## src/rtl/blk_hdr_assembler.sv

```systemverilog
// Assembles a SYNC-framed UART byte stream into the 640-bit block header for the mining engine.
// Optional trailing XOR checksum byte is enabled by defining HDR_CHKSUM_EN.
module blk_hdr_assembler #(
  parameter logic [7:0] SYNC_BYTE   = 8'hA5,
  parameter int         TIMEOUT_CYC = 100000
) (
  input  logic         system_clk,
  input  logic         rst,
  input  logic [7:0]   rx_data,
  input  logic         rx_vld,
  output logic [639:0] blk_hdr,
  output logic         hdr_vld,
  output logic [7:0]   hdr_cnt,
  output logic         busy,
  output logic         err_tmo,
  output logic         err_chk
);

  localparam int HDR_BYTES = 80;
  localparam int TW        = $clog2(TIMEOUT_CYC + 1);
  localparam logic [TW-1:0] TMO_LAST = TW'(TIMEOUT_CYC - 1);
  localparam logic [6:0]    LAST_IDX = 7'(HDR_BYTES - 1);

  typedef enum logic [1:0] {
    IDLE = 2'd0,
    RECV = 2'd1,
    CHK  = 2'd2,
    PUB  = 2'd3
  } state_t;

  state_t         state;
  logic [639:0]   shadow;
  logic [639:0]   shifted;
  logic [6:0]     byte_cnt;
  logic [TW-1:0]  timer;

`ifdef HDR_CHKSUM_EN
  logic [7:0]     xor_acc;

  function automatic logic [7:0] xor_fold(input logic [7:0] acc, input logic [7:0] b);
    return acc ^ b;
  endfunction
`else
  assign err_chk = 1'b0;
`endif

  // The final payload byte is folded in here so publishing can happen on the same edge.
  assign shifted = {shadow[631:0], rx_data};

  // Frame FSM, shadow buffer, inter-byte timer and all registered outputs.
  always_ff @(posedge system_clk) begin
    if (rst) begin
      state    <= IDLE;
      shadow   <= {640{1'b0}};
      byte_cnt <= 7'd0;
      timer    <= {TW{1'b0}};
      blk_hdr  <= {640{1'b0}};
      hdr_vld  <= 1'b0;
      hdr_cnt  <= 8'd0;
      busy     <= 1'b0;
      err_tmo  <= 1'b0;
`ifdef HDR_CHKSUM_EN
      xor_acc  <= 8'd0;
      err_chk  <= 1'b0;
`endif
    end else begin
      hdr_vld <= 1'b0;
      err_tmo <= 1'b0;
`ifdef HDR_CHKSUM_EN
      err_chk <= 1'b0;
`endif
      case (state)
        IDLE: begin
          if (rx_vld && (rx_data == SYNC_BYTE)) begin
            state    <= RECV;
            byte_cnt <= 7'd0;
            timer    <= {TW{1'b0}};
            busy     <= 1'b1;
`ifdef HDR_CHKSUM_EN
            xor_acc  <= 8'd0;
`endif
          end else begin
            busy <= 1'b0;
          end
        end

        RECV, CHK: begin
          // An arriving byte always beats an expiring timer.
          if (rx_vld) begin
            timer <= {TW{1'b0}};
            if (state == RECV) begin
              shadow   <= shifted;
              byte_cnt <= byte_cnt + 7'd1;
`ifdef HDR_CHKSUM_EN
              xor_acc  <= xor_fold(xor_acc, rx_data);
              if (byte_cnt == LAST_IDX) begin
                state <= CHK;
              end else begin
                state <= RECV;
              end
`else
              if (byte_cnt == LAST_IDX) begin
                blk_hdr <= shifted;
                hdr_vld <= 1'b1;
                hdr_cnt <= hdr_cnt + 8'd1;
                busy    <= 1'b0;
                state   <= PUB;
              end else begin
                state <= RECV;
              end
`endif
            end else begin
`ifdef HDR_CHKSUM_EN
              busy <= 1'b0;
              if (rx_data == xor_acc) begin
                blk_hdr <= shadow;
                hdr_vld <= 1'b1;
                hdr_cnt <= hdr_cnt + 8'd1;
                state   <= PUB;
              end else begin
                err_chk <= 1'b1;
                state   <= IDLE;
              end
`else
              busy  <= 1'b0;
              state <= IDLE;
`endif
            end
          end else if (timer == TMO_LAST) begin
            err_tmo <= 1'b1;
            busy    <= 1'b0;
            state   <= IDLE;
          end else begin
            timer <= timer + TW'(1);
          end
        end

        PUB: begin
          busy  <= 1'b0;
          state <= IDLE;
        end

        default: begin
          busy  <= 1'b0;
          state <= IDLE;
        end
      endcase
    end
  end

endmodule

```

## config.mk

```make
export PLATFORM = sky130hd
export DESIGN_NAME = blk_hdr_assembler
export DESIGN_NICKNAME = d
export VERILOG_FILES = /design/src/rtl/blk_hdr_assembler.sv
export SDC_FILE = /design/constraint.sdc
export NUM_CORES = 2
export LEC_CHECK = 0
export CAP_MARGIN = 10
export CELL_PAD_IN_SITES_DETAIL_PLACEMENT = 2
export CELL_PAD_IN_SITES_GLOBAL_PLACEMENT = 2
export CORE_ASPECT_RATIO = 0.5
export CORE_MARGIN = 2
export CORE_UTILIZATION = 34
export DETAILED_ROUTE_END_ITERATION = 8
export PLACE_DENSITY_LB_ADDON = 0.1
export SYNTH_ARGS = -nofsm -noshare
export SYNTH_HDL_FRONTEND = slang
export SYNTH_SLANG_ARGS = --single-unit
```

## constraint.sdc

```tcl
create_clock -name system_clk -period 4.2 [get_ports system_clk]
set_input_delay 1.26 -clock system_clk [delete_from_list [all_inputs] [get_ports system_clk]]
set_output_delay 1.26 -clock system_clk [all_outputs]
set_load 0.03 [all_outputs]
```

==> metrics <==
status=finished clean; slew margin rel.=29.2%; top post-synthesis cells by area=dfxtp_1 (58%), nand2_1 (21%), a21oi_1 (14%); share of cells above drive strength 1=4.74%; clk sinks=1309; Finished Core Util=43.7%; antenna viol nets, final=0; setup_tns=0 ns; largest fanout on the critical path=2; Root Driver=clkbuf_16; wire length per cell=19.8 um; Post-DP HPWL=105000 um; family with the most delay on the worst path=buffers and inverters; Synth Flop Type=dfxtp_1; PD cells=424 nW/um2; Peak VDD IR=0.000305 V; RePlAce Congestion=0.788; nets=6201; post-synth top area share=58.0%; Reg clk slew, reported paths=0.07 ns; commonest non-fill, non-tap cells in the layout=nand2_1 (2572), dfxtp_1 (1309), a21oi_1 (1281); Skew-Pair Late Insertion Delay=0.73 ns; Final min period=3.16 ns; HP Start=blk_hdr[183]$_SDFFE_PP0P_; Via density=4.99; first-pass iteration count of the detailed router=5; DRT iter0 DRCs=2000; r2r setup slk=1.49 ns; clk_skew=0.0175 ns; DP Cell Count=7837; CTS H-tree lvls=3; Synth Warn #=0; gr ovfl total=0; DRC viols=0; worst stage delay on the critical path=0.81 ns; Starting Density=34.3%; Core Area=132000 um2; drt total wl=160000 um; CP max stage cell=clkdlybuf4s50_1; FP Rows=94; post-synthesis register bit count=1309; syn_area_per_cell=7.86 um2; Max Fclk=0.317 GHz; Final Max Tran Viols=0; slew at the pin closest to its max-slew limit=1.06 ns; max_cap viols=0; GRT Total Usage=22.6%; crit end category=output pin; RSZ-0062 raised after global routing=no; input/output buffers=661; vias=40238; DIE AREA=136000 um2; reg-to-reg critical path startpoint=state[0]$_SDFFE_PP0P_; CP Launch Type=flop; largest net degree at the start of global routing=211; Hold WC Path Type=reg2reg; Layout fillers=14633; Worst EP arrival=1.90 ns; Post-CTS Hold Fix Bufs=0; post-synthesis cell type count=50; Synth Net Count=5766; cts bufs inserted=121; CTS max path bufs=3; global-route wire length before repair=249000 um; CTS tree=done; post-synth top area cell=dfxtp_1; Tcrit/Tclk final=75.1%; synthesized area=45200 um2; P_leak=18.1 nW; final hold viol count=0; register area share after synthesis=58.0%; crit path kind=reg2out; Syn-to-layout area delta=27.2%; Die Ht=262 um; die width=520 um; Final Non-Filler Cells=8066; commonest non-fill, non-tap cell in the layout=nand2_1; cells along the critical path=clkdlybuf4s50_1; Synth async-reset ratio=0%; Worst setup startpoint=blk_hdr[275]$_SDFFE_PP0P_; post-CTS setup buffers=0; CTS resizes=0; Syn Inst Count=5749; CP bufs+invs=1; Post-synth EDFFs=0; Setup violations, final=0; vias in the first global route=43205; I/O pin count=663; CP Data Required Time=2.94 ns; antenna violations before repair=1
[metrics by stage]
| step | hold WS (ns) | setup slack (ns) | cell area [um2] | total power [W] |
|---|---|---|---|---|
| 2_1_floorplan | 0.432 | 1.63 | 45200 | 0.0129 |
| 6_report | 0.455 | 1.04 | 57500 | 0.0244 |
| 3_3_place_gp | 0.443 | 0.468 | 53400 | 0.0130 |
| 5_1_grt | 0.473 | 0.961 | 57500 | 0.0252 |
| 3_5_place_dp | 0.449 | 0.282 | 53400 | 0.0130 |
| 4_1_cts | 0.458 | 0.951 | 57500 | 0.0247 |
[tightest hold or removal path: cells and delay by family (launching register included)]
| family | cells | cell delay, ns |
|---|---|---|
| AOI/OAI and AO/OA | 1 | 0.05 |
| and+or+nand+nor | 1 | 0.05 |
| DFF | 1 | 0.31 |
[metal layers]
layer  up-vias  share of wire [%]  routed length [um]  GRT usage, %
met5         -                  0                   0             0
met1     20213                 42               67300          26.9
met2       436                 53               83900          42.3
met3       203                2.6                4220          3.24
met4         0                2.6                4220          6.52
li1      19386                  -                   -             -
[cells in the mapped netlist, drive strengths merged, types with 2 or more instances]
master	instances
a21oi	1282
a31oi	4
a41o	2
and3	7
and4	2
buf	102
clkbuf	330
dfxtp	1309
ha	6
inv	5
nand2	2572
nand2b	2
nand3	18
nand3b	3
nand4	11
nor2	20
nor3	8
nor4	2
o21ai	26
o31ai	2
or3	3
xnor2	3
xor2	10
[cell families (layout without fill, tap and decap cells)]
logic type	after synthesis	count (layout)	share of synthesized area, %
flops	1309	1309	58.0
xor+xnor	13	13	0.252
fa+ha+maj	6	6	0.166
compound gates	1327	1327	14.9
other cells	1	3	0.00830
buf+inv	438	977	4.30
simple gates	2655	2655	22.4
[sequential cells by signal, summed over array words and instances, names as in the netlist]
name and count:
hdr_cnt 8, byte_cnt 7, state 2, busy 1
blk_hdr 640, timer 17, hdr_vld 1, err_tmo 1
shadow 632
[layout make-up]
| type | count | area (um2) | share of cell area, % |
|---|---|---|---|
| clock buffer | 169 | 3450 | 6.00 |
| clock inverter | 58 | 677 | 1.18 |
| tap | 1776 | 2220 | 3.86 |
| inverter | 6 | 22.5 | 0.0392 |
| sequential | 1309 | 26200 | 45.6 |
| antenna | 2 | 5.00 | 0.00870 |
| multi-input combinational | 4002 | 17100 | 29.7 |
| timing repair buffer | 744 | 7850 | 13.6 |
[power by group]
| group | leakage (nW) | internal, W | switching [W] | total, W |
|---|---|---|---|---|
| Clock | 2.03 | 0.00654 | 0.00507 | 0.0116 |
| Sequential | 10.5 | 0.0124 | 0.00000134 | 0.0124 |
| Combinational | 5.54 | 0.0000484 | 0.000286 | 0.000335 |
| Total | 18.1 | 0.0190 | 0.00536 | 0.0244 |
[path summary, 6_finish.rpt]
path | endpoint | depth (start not counted)
max | blk_hdr[275] | 1
min | blk_hdr[183]$_SDFFE_PP0P_ | 2
max reg2reg | blk_hdr[498]$_SDFFE_PP0P_ | 8
min reg2reg | blk_hdr[183]$_SDFFE_PP0P_ | 2
Power figures use the tool's default switching activity.
